### config.mk
export PLATFORM = sky130hd
export DESIGN_NAME = mem_burst_ctrl
export DESIGN_NICKNAME = d
export VERILOG_FILES = /design/src/rtl/mem_burst_ctrl.sv
export SDC_FILE = /design/constraint.sdc
export NUM_CORES = 1
export LEC_CHECK = 0
export CORE_MARGIN = 4
export CORE_UTILIZATION = 30
export DETAILED_ROUTE_END_ITERATION = 12
export GPL_ROUTABILITY_DRIVEN = 0
export PLACE_DENSITY_LB_ADDON = 0.05
export SLEW_MARGIN = 0
export SYNTH_ARGS = -nofsm -noshare
export SYNTH_HDL_FRONTEND = slang
export SYNTH_SLANG_ARGS = --single-unit
export TNS_END_PERCENT = 50
### constraint.sdc
create_clock -name Burst_Clk -period 7.9 [get_ports Burst_Clk]
set_clock_uncertainty 0.1 [all_clocks]
set_input_delay 1.975 -clock Burst_Clk [delete_from_list [all_inputs] [get_ports Burst_Clk]]
set_output_delay 1.975 -clock Burst_Clk [all_outputs]
set_load 0.02 [all_outputs]
### src/rtl/mem_burst_ctrl.sv
// Burst controller: moves a counted run of words between a valid/ready stream
// and a single-word request/done memory port, with address wrap and a DNE timeout.
module mem_burst_ctrl #(
  parameter int unsigned DATA_WIDTH = 24,
  parameter int unsigned BUS_WIDTH  = 32,
  parameter int unsigned MEM_DEPTH  = 4194304,
  parameter int unsigned TIMEOUT    = 255
) (
  input  logic                  Burst_Clk,
  input  logic                  Burst_Reset_n,
  input  logic                  Cmd_Valid,
  output logic                  Cmd_Ready,
  input  logic                  Cmd_Dir,
  input  logic [BUS_WIDTH-1:0]  Cmd_Addr,
  input  logic [BUS_WIDTH-1:0]  Cmd_Words,
  input  logic [DATA_WIDTH-1:0] Wr_Data,
  input  logic                  Wr_Valid,
  output logic                  Wr_Ready,
  output logic [DATA_WIDTH-1:0] Rd_Data,
  output logic                  Rd_Valid,
  input  logic                  Rd_Ready,
  output logic [1:0]            Mem_Req_Sel,
  output logic                  Mem_En,
  output logic [BUS_WIDTH-1:0]  Mem_Addr,
  output logic [DATA_WIDTH-1:0] Mem_Wr_Data,
  input  logic [DATA_WIDTH-1:0] Mem_Rd_Data,
  input  logic                  Mem_DNE,
  output logic                  Burst_Busy,
  output logic                  Burst_Done,
  output logic                  Burst_Err
);

  localparam int unsigned TW = (TIMEOUT > 1) ? $clog2(TIMEOUT) : 1;
  localparam logic [BUS_WIDTH-1:0] DEPTH     = BUS_WIDTH'(MEM_DEPTH);
  localparam logic [BUS_WIDTH-1:0] LAST_ADDR = BUS_WIDTH'(MEM_DEPTH - 1);
  localparam logic [TW-1:0]        WAIT_LAST = TW'(TIMEOUT - 1);

  typedef enum logic [2:0] {IDLE, ISSUE, WAIT, HOLD, DONE} state_t;

  state_t                state_q, state_d;
  logic                  dir_q, dir_d;
  logic [BUS_WIDTH-1:0]  addr_q, addr_d;
  logic [BUS_WIDTH-1:0]  remain_q, remain_d;
  logic [TW-1:0]         wait_cnt_q, wait_cnt_d;
  logic                  cmd_ready_q, cmd_ready_d;
  logic                  wr_ready_q, wr_ready_d;
  logic [DATA_WIDTH-1:0] rd_data_q, rd_data_d;
  logic                  rd_valid_q, rd_valid_d;
  logic [1:0]            sel_q, sel_d;
  logic                  mem_en_q, mem_en_d;
  logic [BUS_WIDTH-1:0]  mem_addr_q, mem_addr_d;
  logic [DATA_WIDTH-1:0] mem_wr_data_q, mem_wr_data_d;
  logic                  busy_q, busy_d;
  logic                  done_q, done_d;
  logic                  err_q, err_d;
  logic                  issue;
  logic [BUS_WIDTH-1:0]  addr_inc;

  // Next-state and next-output logic
  always_comb begin
    state_d       = state_q;
    dir_d         = dir_q;
    addr_d        = addr_q;
    remain_d      = remain_q;
    wait_cnt_d    = wait_cnt_q;
    rd_data_d     = rd_data_q;
    rd_valid_d    = rd_valid_q;
    sel_d         = sel_q;
    mem_en_d      = mem_en_q;
    mem_addr_d    = mem_addr_q;
    mem_wr_data_d = mem_wr_data_q;
    err_d         = err_q;
    issue         = 1'b0;
    addr_inc      = (addr_q == LAST_ADDR) ? '0 : addr_q + BUS_WIDTH'(1);

    case (state_q)
      IDLE: begin
        if (Cmd_Valid && cmd_ready_q) begin
          dir_d    = Cmd_Dir;
          addr_d   = Cmd_Addr;
          remain_d = Cmd_Words;
          err_d    = 1'b0;
          if (Cmd_Words == '0) begin
            state_d = DONE;
          end else if (Cmd_Addr >= DEPTH) begin
            err_d   = 1'b1;
            state_d = DONE;
          end else begin
            state_d = ISSUE;
          end
        end
      end
      ISSUE: begin
        if (dir_q) begin
          issue = 1'b1;
        end else if (Wr_Valid && wr_ready_q) begin
          issue         = 1'b1;
          mem_wr_data_d = Wr_Data;
        end
        if (issue) begin
          mem_addr_d = addr_q;
          sel_d      = {1'b1, dir_q};
          mem_en_d   = 1'b1;
          wait_cnt_d = '0;
          state_d    = WAIT;
        end
      end
      WAIT: begin
        if (Mem_DNE) begin
          mem_en_d = 1'b0;
          addr_d   = addr_inc;
          remain_d = remain_q - BUS_WIDTH'(1);
          if (dir_q) begin
            rd_data_d  = Mem_Rd_Data;
            rd_valid_d = 1'b1;
            state_d    = HOLD;
          end else begin
            state_d = (remain_q == BUS_WIDTH'(1)) ? DONE : ISSUE;
          end
        end else if (wait_cnt_q == WAIT_LAST) begin
          // Memory never answered: abandon the rest of the burst
          mem_en_d = 1'b0;
          err_d    = 1'b1;
          state_d  = DONE;
        end else begin
          wait_cnt_d = wait_cnt_q + TW'(1);
        end
      end
      HOLD: begin
        if (rd_valid_q && Rd_Ready) begin
          rd_valid_d = 1'b0;
          state_d    = (remain_q == '0) ? DONE : ISSUE;
        end
      end
      DONE: state_d = IDLE;
      default: state_d = IDLE;
    endcase

    cmd_ready_d = (state_d == IDLE);
    wr_ready_d  = (state_d == ISSUE) && !dir_d;
    busy_d      = (state_d != IDLE);
    done_d      = (state_q == DONE);
  end

  // State and output registers
  always_ff @(posedge Burst_Clk or negedge Burst_Reset_n) begin
    if (!Burst_Reset_n) begin
      state_q       <= IDLE;
      dir_q         <= 1'b0;
      addr_q        <= '0;
      remain_q      <= '0;
      wait_cnt_q    <= '0;
      cmd_ready_q   <= 1'b0;
      wr_ready_q    <= 1'b0;
      rd_data_q     <= '0;
      rd_valid_q    <= 1'b0;
      sel_q         <= 2'b00;
      mem_en_q      <= 1'b0;
      mem_addr_q    <= '0;
      mem_wr_data_q <= '0;
      busy_q        <= 1'b0;
      done_q        <= 1'b0;
      err_q         <= 1'b0;
    end else begin
      state_q       <= state_d;
      dir_q         <= dir_d;
      addr_q        <= addr_d;
      remain_q      <= remain_d;
      wait_cnt_q    <= wait_cnt_d;
      cmd_ready_q   <= cmd_ready_d;
      wr_ready_q    <= wr_ready_d;
      rd_data_q     <= rd_data_d;
      rd_valid_q    <= rd_valid_d;
      sel_q         <= sel_d;
      mem_en_q      <= mem_en_d;
      mem_addr_q    <= mem_addr_d;
      mem_wr_data_q <= mem_wr_data_d;
      busy_q        <= busy_d;
      done_q        <= done_d;
      err_q         <= err_d;
    end
  end

  assign Cmd_Ready   = cmd_ready_q;
  assign Wr_Ready    = wr_ready_q;
  assign Rd_Data     = rd_data_q;
  assign Rd_Valid    = rd_valid_q;
  assign Mem_Req_Sel = sel_q;
  assign Mem_En      = mem_en_q;
  assign Mem_Addr    = mem_addr_q;
  assign Mem_Wr_Data = mem_wr_data_q;
  assign Burst_Busy  = busy_q;
  assign Burst_Done  = done_q;
  assign Burst_Err   = err_q;

endmodule

# [Yosys cells after proc, flatten, opt, wreduce, memory -nomap -nowiden]
# Cells that the tools add are included.
[totals] latchBits=0 regBits=165 mem_count=0 mem_bits_ro=0 ram_bits=0 in_bits=119
[op_classes] n_eq_ne=17 reduce_logical=21 n_div=0 mul=0 bitwise_logic=1 magnitude_cmp=1 add_sub_neg=3 n_shift=0 mux=41
[op_table] operator="$mux W32" count=5
[op_table] operator="$pmux W32 S2" count=2
[op_table] operator="$logic_not A32 Y1" count=2
[op_table] operator="$add A32 B1 Y32 const B" count=1
[op_table] operator="$eq A32 B1 Y1 const B" count=1
[op_table] operator="$eq A32 B22 Y1 const B" count=1
[op_table] operator="$ge A32 B23 Y1 const B" count=1
[op_table] operator="$sub A32 B1 Y32 const B" count=1
[op_table] operator="$mux W3" count=10
[op_table] operator="$mux W8" count=3
[op_table] operator="$mux W1" count=16
[op_table] operator="$ne A2 B2 Y1 const B" count=8
[op_table] operator="$pmux W8 S2" count=1
[op_table] operator="$pmux W3 S4" count=1
[op_table] operator="$reduce_and A3 Y1" count=4
[op_table] operator="$reduce_and A4 Y1" count=3
[op_table] operator="$add A8 B1 Y8 const B" count=1
[op_table] operator="$eq A8 B8 Y1 const B" count=1
[op_table] operator="$eq A3 B1 Y1 const B" count=2
[op_table] operator="$eq A3 B2 Y1 const B" count=2
[op_table] operator="$logic_not A3 Y1" count=2
[op_table] operator="$pmux W1 S2" count=3
[op_table] operator="$reduce_bool A2 Y1" count=3
[op_table] operator="$logic_and A1 B1 Y1" count=4
[op_table] operator="other kinds (6)" count=6

# [Longest topological paths before layout]
# Gate-level depths: netlist of run 1.
[depth] ltp_word=8 depth_mapped=9 ltp_nobuf=7

# [Worst setup path after synthesis of run 1]
# Ideal clock, no wire load.
[synth_path] kind="input port to flip-flop" from="input Mem_DNE" to="register addr_q[9]" arrival_ps=3299 cell_stages=7 setup_slack_ps=4359 setup_time_ps=142 path_cell_list="clkbuf_1 > nand4bb_1 > o21a_1 > clkbuf_1 > clkbuf_1 > buf_1 > o221ai_1"
[synth_between] elab_chain_cells=2
[synth_rtl] item="start, declared" line="27" text="input logic Mem_DNE,"
[synth_rtl] item="$ne A2 B2 Y1 (no line)"
[synth_rtl] item="$reduce_and A3 Y1 (no line)"
[synth_rtl] item="end signal, assigned" line="167" text="addr_q <= addr_d;"
[synth_rtl] item="end, declared" line="42" text="logic [BUS_WIDTH-1:0] addr_q, addr_d;"
# No other way between the ends.
# A chain may end at the register's enable or synchronous reset.

# [Worst setup path in the final report of run 1]
[layout_path] from="input Mem_DNE" to="register remain_q[13]"
[layout_between] elab_chain_cells=2
[layout_rtl] item="$ne A2 B2 Y1 (no line)"
[layout_rtl] item="$reduce_and A3 Y1 (no line)"
[layout_rtl] item="end signal, assigned" line="168" text="remain_q <= remain_d;"
[layout_rtl] item="end, declared" line="43" text="logic [BUS_WIDTH-1:0] remain_q, remain_d;"
# No other way between the ends.

==> flow_metrics.tcl, run 1 <==
set metrics [dict create \
    port_buffers 207 \
    netlist_area_mm2 0.00850 \
    seq_power_share_pct 42.6 \
    cell_internal_pwr_uw 2140 \
    synth_flop_cell "dfrtp_1" \
    nNetsFinal 1190 \
    synth_edf_count 0 \
    grt.total_usage_pct 17.2 \
    drc 0 \
    worst_pin_slew_ns 1.27 \
    worstHoldPathType "register to register" \
    min_period_ns 4.20 \
    drv_slew 0 \
    fin_tns_setup_ns 0 \
    crit_path_start_kind "primary input" \
    die_w_um 176 \
    io_pins 208 \
    chipHeight_um 176 \
    cts_made_buffers 17 \
    synth_seq_cells 165 \
    leakage_uw 0.00464 \
    first_pass_iters 4 \
    grt_pass1_wl_mm 42.8 \
    outcome "finished, final reports clean" \
    grt_max_degree 101 \
    grt_setup_unrepaired "no" \
    clkPwrFrac_pct 24.3 \
    htreeDepth 4 \
    post-cts-setup-buffer-count 0 \
    wire_per_inst_um 18.3 \
    crit_chain "clkdlybuf4s50_1 > nand4bb_1 > o21a_2 > buf_4 > a21oi_1 > o2bb2a_1" \
    worst_ir_drop_vdd_uv 118 \
    p_sw_uw 1260 \
    async_reset_ff_share_pct 100 \
    yosysWarnings 0 \
    routed_wl_mm 26.6 \
    setup_viol 0 \
    finalHoldViolations 0 \
    synth_nets 1015 \
    mostFrequentLayoutCell "clkdlybuf4s50_1" \
    avgViaCountPerCell 5.23 \
    antenna_found_initial 0 \
    critical_path_arrival_ns 4.41 \
    p_per_area_mw_per_mm2 297 \
    grt-ovfl-total 0 \
    finalCritPeriodShare_pct 53.2 \
    crit_slowest_cell "o21a_2" \
    crit_type "primary input to register" \
    fmax_mhz 238 \
    cp-end-kind "register" \
    required_ns 8.11 \
    drive_gt1_share_pct 10.9 \
    num_vias 7615 \
    clock_sinks 165 \
    cts-root-buf "clkbuf_16" \
    switching_share_pct 37.1 \
    diodes 0 \
    start_util_pct 30.5 \
    rows 61 \
    drtAntennaViolNets 0 \
    max_stage_delay_ns 0.66 \
    ys_seq_area_share_pct 48.6 \
    final_cell_mix "clkdlybuf4s50_1, dfrtp_1, nand2_1, mux2_2, nor2_1" \
    drv_cap 0 \
    postCtsResizedCells 0 \
    drt-initial-drc-count 515 \
    insertion_delay_ns 0.43 \
    avgSynthCellArea_um2 9.54 \
    crit_fanout 43 \
    power_frac_comb_pct 33.1 \
    place.detailed.hpwl_mm 18.1 \
    relSlewSlack_pct 14.7 \
    synth_cell_types 73 \
    power_uw 3400 \
    clock_path_buffers 2 \
    core_area_mm2 0.0279 \
    postCtsHoldBufs 0 \
    cts_tree "built" \
    path_clk_slew_ns 0.07 \
    grt_pass1_vias 7543 \
    dieArea_mm2 0.0311 \
    syn_inst 891 \
    areaGrowthSynthToFinish_pct 35.1 \
]
-- flip-flops by register name (all words and copies together) (netlist names), 2 cells and up --
| register | count |
|---|---|
| Mem_Addr | 32 |
| Mem_Req_Sel | 2 |
| Mem_Wr_Data | 24 |
| Rd_Data | 24 |
| addr_q | 32 |
| remain_q | 32 |
| state_q | 3 |
| wait_cnt_q | 8 |
-- cells by family after synthesis --
logic type               Yosys count  synth area share, %
adder cells (fa/ha/maj)            5                0.736
XOR/XNOR                           1                0.103
AND/OR/NAND/NOR                  382                 22.5
flip-flops                       165                 48.6
AO/OA/AOI/OAI                    212                 17.7
multiplexers                      53                 6.95
buffers and inverters             73                 3.43
-- worst paths after layout --
path,depth (start not counted),end,slack (ns),startpoint
worst min-delay path,1,Mem_Req_Sel[1],0.37,Mem_Req_Sel[1]
worst min register to register,1,Mem_Req_Sel[1],0.37,Mem_Req_Sel[1]
min in group asynchronous,1,Mem_Wr_Data[22],1.57,Burst_Reset_n
max in group asynchronous,2,wait_cnt_q[6],4.63,Burst_Reset_n
worst max-delay path,6,remain_q[13],3.70,Mem_DNE
worst max register to register,7,addr_q[4],4.69,addr_q[0]
-- Yosys cell counts (7+ instances only) --
master      n  area (µm²)
nor3_1     24         120
dfrtp_1   165        4130
nor4_1     25         156
and3_1     10        62.6
o211ai_1   11        82.6
and4_1      8        70.1
clkbuf_1   49         184
nand2_1   156         586
or3_1      11        68.8
mux2_2     48         541
a31oi_1    11        68.8
a22o_1     17         149
nor2_1     44         165
a31o_2      7        61.3
nand4_1    22         138
o41ai_1    18         158
o31ai_1     7        52.6
o21ai_0    42         210
inv_1      13        48.8
o22a_1     10        87.6
o22ai_1     8        50.1
nand3_1    39         195
a21oi_1    34         170
or4_1       8        60.1
-- layer usage --
metal / part of all wire [%] / vias to the layer above / track usage [%]
li1: - / 3689 / -
met1: 44 / 3733 / 22.7
met3: 4.3 / 13 / 2.63
met5: 0 / - / 0
met2: 51 / 180 / 30.0
met4: 0.86 / 0 / 3.48
-- critical path: cells and delay by family --
family,cells,cell delay (ns)
simple gates,1,0.26
compound gates,3,1.05
buf+inv,2,1.11
-- per-stage QoR --
stage          util (%)  hold slack, ns  cells  worst slack [ns]  instance area (µm²)
2_1_floorplan         -           0.375    891              4.36                 8500
5_1_grt            41.2           0.398   1457              3.52                11500
3_3_place_gp       39.1           0.352   1425              3.30                10900
4_1_cts            41.2           0.375   1457              3.70                11500
3_5_place_dp       39.1           0.358   1425              3.25                10900
6_report           41.2           0.371   1457              3.70                11500
-- power groups by stage --
stage                     clock, µW  sequential, µW  combinational (µW)
after floorplan                   0            1580                 439
after global placement            0            1460                1140
after detailed placement          0            1460                1150
after CTS                       858            1450                1150
after global routing            890            1510                1230
final                           828            1450                1130
-- area by class of cell --
type,count,area (µm²)
Clock inverter,13,134
Tap cell,378,473
Sequential cell,165,4130
Fill cell,2764,16400
Timing Repair Buffer,216,2140
Multi-Input combinational cell,653,4110
Inverter,13,48.8
Clock buffer,19,443
Note: power is estimated with default switching activity, not from simulation.
==> run 2: changes to the inputs <==
- clock period: 7.9 -> 3.45 ns (I/O delays scaled with it)
==> flow_metrics.tcl, run 2 (synthesis gave the netlist of run 1 again) <==
set metrics [dict create \
    routed_wl_mm 27.2 \
    r2r_cells 7 \
    crit_type "register to register" \
    num_vias 7667 \
    areaGrowthSynthToFinish_pct 37.9 \
    grt-ovfl-total 0 \
    path_depth 7 \
    p_per_area_mw_per_mm2 677 \
    finalCritPeriodShare_pct 79.8 \
    cts_made_buffers 17 \
    required_ns 3.68 \
    chipHeight_um 176 \
    drtAntennaViolNets 0 \
    cts_tree "built" \
    post-cts-setup-buffer-count 0 \
    drt-initial-drc-count 539 \
    worstHoldPathType "primary input to asynchronous set/reset pin" \
    drive_gt1_share_pct 12.9 \
    worst_pin_slew_ns 0.825 \
    place.detailed.hpwl_mm 19.2 \
    fillerInstances 2731 \
    dieArea_mm2 0.0311 \
    cts-root-buf "clkbuf_16" \
    rows 61 \
    crit_top_cell "o22a_1" \
    relSlewSlack_pct 44.5 \
    path_buf_inv 1 \
    crit_fanout 6 \
    max_stage_delay_ns 0.56 \
    grt_max_degree 73 \
    grt_setup_unrepaired "no" \
    fin_tns_setup_ns 0 \
    start_util_pct 30.5 \
    outcome "finished, final reports clean" \
    crit_path_start_kind "register" \
    drv_cap 0 \
    insertion_delay_ns 0.44 \
    clock_path_buffers 2 \
    min_period_ns 2.75 \
    finalHoldViolations 0 \
    mostFrequentLayoutCell "clkdlybuf4s50_1" \
    cp-end-kind "register" \
    regArea_mm2 0.00413 \
    worst_ir_drop_vdd_uv 285 \
    postCtsHoldBufs 0 \
    antenna_found_initial 0 \
    postCtsResizedCells 0 \
    fin_util_pct 42.1 \
    final_cell_mix "clkdlybuf4s50_1, dfrtp_1, nand2_1, mux2_2, nor2_1" \
    avgViaCountPerCell 5.18 \
    critical_path_arrival_ns 2.98 \
    htreeDepth 4 \
    diodes 0 \
    die_w_um 176 \
    grt.total_usage_pct 17.3 \
    crit_chain "inv_1 > ha_1 > or3b_2 > or3_1 > or4_4 > o22a_1 > o22a_1" \
    drc 0 \
    multi_input_area_mm2 0.00411 \
    io_pins 208 \
    grt_pass1_vias 7642 \
    path_clk_slew_ns 0.08 \
    cp_top_family "simple AND/OR/NAND/NOR gates" \
    setup_viol 0 \
    first_pass_iters 5 \
    grt_pass1_wl_mm 43.3 \
    wire_per_inst_um 18.4 \
    clock_sinks 165 \
    crit_slowest_cell "or3b_2" \
    drv_slew 0 \
    port_buffers 207 \
    core_area_mm2 0.0279 \
    nNetsFinal 1213 \
    leakage_uw 0.00479 \
    fmax_mhz 363 \
]
run 2: path summary, 6_finish.rpt:
path / from / endpoint / slack, ns
worst min register to register: Mem_Addr[5] / Mem_Addr[5] / 0.37
worst max-delay path: remain_q[0] / remain_q[28] / 0.70
worst min-delay path: Burst_Reset_n / Mem_Wr_Data[18] / 0.25
min in group Burst_Clk: Mem_Addr[5] / Mem_Addr[5] / 0.37
worst max register to register: remain_q[0] / remain_q[28] / 0.70
max in group asynchronous: Burst_Reset_n / addr_q[4] / 2.13
run 2: area by class of cell:
type | instances | area share [%]
Sequential cell | 165 | 35.2
Inverter | 13 | 0.416
Multi-Input combinational cell | 653 | 35.1
Tap cell | 378 | 4.04
Timing Repair Buffer | 239 | 20.1
Clock buffer | 17 | 3.63
Clock inverter | 15 | 1.53
run 2: worst register-to-register path, delay by kind of cell, from the launching register on:
family | cells | cell delay [ns]
AO/OA/AOI/OAI | 2 | 0.36
adder cells (fa/ha/maj) | 1 | 0.23
buffers and inverters | 1 | 0.10
flip-flops | 1 | 0.44
AND/OR/NAND/NOR | 3 | 1.41
run 2: metal layers:
layer | wire length (µm) | track usage (%) | up-vias
li1 | - | - | 3735
met1 | 12100 | 23.3 | 3723
met2 | 13500 | 29.1 | 193
met3 | 1340 | 3.17 | 16
met4 | 276 | 4.29 | 0
met5 | 0 | 0 | -
run 2: power by group:
part | leakage [µW] | switching (µW) | internal, µW
clock network | 0.000297 | 945 | 1040
logic | 0.00243 | 1300 | 1330
registers | 0.00206 | 698 | 2620
run 2: per-stage QoR:
stage          hold WS [ns]  cell area [µm²]  cells  power [µW]  worst slack [ns]
2_1_floorplan         0.375             8500    891        4630             0.949
3_3_place_gp          0.349            11100   1448        6000             0.396
3_5_place_dp          0.351            11100   1448        6020             0.446
4_1_cts               0.258            11700   1480        8040             0.682
5_1_grt               0.284            11700   1480        8420             0.531
6_report              0.251            11700   1480        7930             0.696
==> run 3: changes to the inputs <==
- clock period: 3.45 -> 2.4 ns (I/O delays scaled with it)
==> flow_metrics.tcl, run 3 (synthesis gave the netlist of run 1 again) <==
set metrics [dict create \
    dp_slack_ns -0.684 \
    io_pins 208 \
    finalCritPeriodShare_pct 98.9 \
    finalHoldViolations 0 \
    fin_tns_setup_ns 0 \
    required_ns 2.62 \
    crit_slowest_cell "or4_4" \
    antenna_found_initial 1 \
    outcome "finished, final reports clean" \
    clock_path_buffers 2 \
    routed_wl_mm 28.0 \
    crit_top_cell "o22a_1" \
    fin_area_mm2 0.0128 \
    first_pass_iters 5 \
    drt-initial-drc-count 510 \
    cp-end-kind "register" \
    power_uw 12100 \
    areaGrowthSynthToFinish_pct 50.9 \
    crit_path_start_kind "register" \
    drv_slew 0 \
    dp.cells 1566 \
    crit_type "register to register" \
    relSlewSlack_pct 59.7 \
    num_vias 8099 \
    grt-ovfl-total 0 \
    clock_sinks 165 \
    htreeDepth 4 \
    grt_pass1_vias 8212 \
    placed_cell_area_mm2 0.0121 \
    drc 0 \
    mostFrequentLayoutCell "clkdlybuf4s50_1" \
    grt_pass1_wl_mm 45.1 \
    grt_max_degree 59 \
    worst_slack_ns 0.0270 \
    wire_per_inst_um 17.5 \
    p_per_area_mw_per_mm2 940 \
    nNetsFinal 1333 \
    leakage_uw 0.00542 \
    core_area_mm2 0.0279 \
    cts-root-buf "clkbuf_16" \
    critical_path_arrival_ns 2.59 \
    drtAntennaViolNets 0 \
    drv_cap 0 \
    place.detailed.hpwl_mm 20.4 \
    rows 61 \
    die_w_um 176 \
    crit_fanout 3 \
    drive_gt1_share_pct 22.7 \
    start_util_pct 30.5 \
    cts_made_buffers 17 \
    grt.total_usage_pct 18.1 \
    dieArea_mm2 0.0311 \
    chipHeight_um 176 \
    cts_tree "built" \
    diodes 0 \
    fmax_mhz 421 \
    worst_ir_drop_vdd_uv 385 \
    port_buffers 207 \
    grt_setup_unrepaired "yes" \
    worstHoldPathType "primary input to asynchronous set/reset pin" \
    final_cell_mix "clkdlybuf4s50_1, dfrtp_1, nand2_1, buf_4, mux2_2" \
    crit_chain "inv_2 > ha_4 > or3b_4 > or3_4 > or4_4 > o22a_1 > o22a_1" \
    worst_pin_slew_ns 0.604 \
    insertion_delay_ns 0.43 \
    stdcell_count 1600 \
    avgViaCountPerCell 5.06 \
    max_stage_delay_ns 0.44 \
    min_period_ns 2.37 \
    path_clk_slew_ns 0.08 \
    setup_viol 0 \
]
[run 3: cell count changes in the layout (fill, tap and decap cells not counted), moves of 2 or more]
cell     change
buf_4      +112
buf_12       +8
nor4_1       -4
nor4_2       +3
or4_4        +3
ha_1         -2
inv_1        -2
inv_2        +2
nand3_1      -2
nand3_2      +2
or4_1        -2
[run 3: power breakdown]
group | switching [µW] | internal, µW | total, µW
combinational | 2220 | 2400 | 4620
sequential | 779 | 3770 | 4550
clock | 1370 | 1500 | 2870
total | 4370 | 7680 | 12100
[run 3: final cells by class]
type	count	area, µm²
fill	2783	15000
tap	378	473
timing repair buffer	359	3350
sequential	165	4130
inverter	13	48.8
multi-input combinational	653	4210
clock inverter	15	186
clock buffer	17	425
[run 3: stage by stage]
| stage | hold slack [ns] | utilization (%) |
|---|---|---|
| final | 0.0416 | 46.0 |
| after global routing | 0.0599 | 46.0 |
| after CTS | 0.0402 | 45.7 |
| after detailed placement | 0.360 | 43.4 |
| after global placement | 0.355 | 43.4 |
| after floorplan | 0.204 | - |
[run 3: worst max-delay path: cells and delay by family, from the launching register on]
kind	cells	cell delay, ns
AOI/OAI and AO/OA	2	0.33
and+or+nand+nor	3	1.22
buffers and inverters	1	0.09
DFF	1	0.39
adders and majority gates	1	0.13
[run 3: timing repair]
item,4_1_cts,5_1_grt
hold buffers,0,0
setup endpoints to repair,6,25
buffers inserted,0,2
pin swaps,1,2
resized for setup,7,13
[run 3: per-layer routing]
metal | GRT usage (%) | routed length, µm
met1 | 24.3 | 12800
met2 | 30.7 | 13700
met3 | 3.17 | 1200
met4 | 3.70 | 227
met5 | 0 | 13
[run 3: worst paths after layout]
path / start / endpoint / slack (ns) / cells past startpoint
min: Burst_Reset_n / Mem_Wr_Data[9] / 0.04 / 1
min in group Burst_Clk: Mem_Req_Sel[1] / Mem_Req_Sel[1] / 0.37 / 1
min reg2reg: Mem_Req_Sel[1] / Mem_Req_Sel[1] / 0.37 / 1
max: remain_q[1] / remain_q[28] / 0.03 / 7
max in group asynchronous: Burst_Reset_n / Rd_Data[15] / 1.48 / 2
max reg2reg: remain_q[1] / remain_q[28] / 0.03 / 7
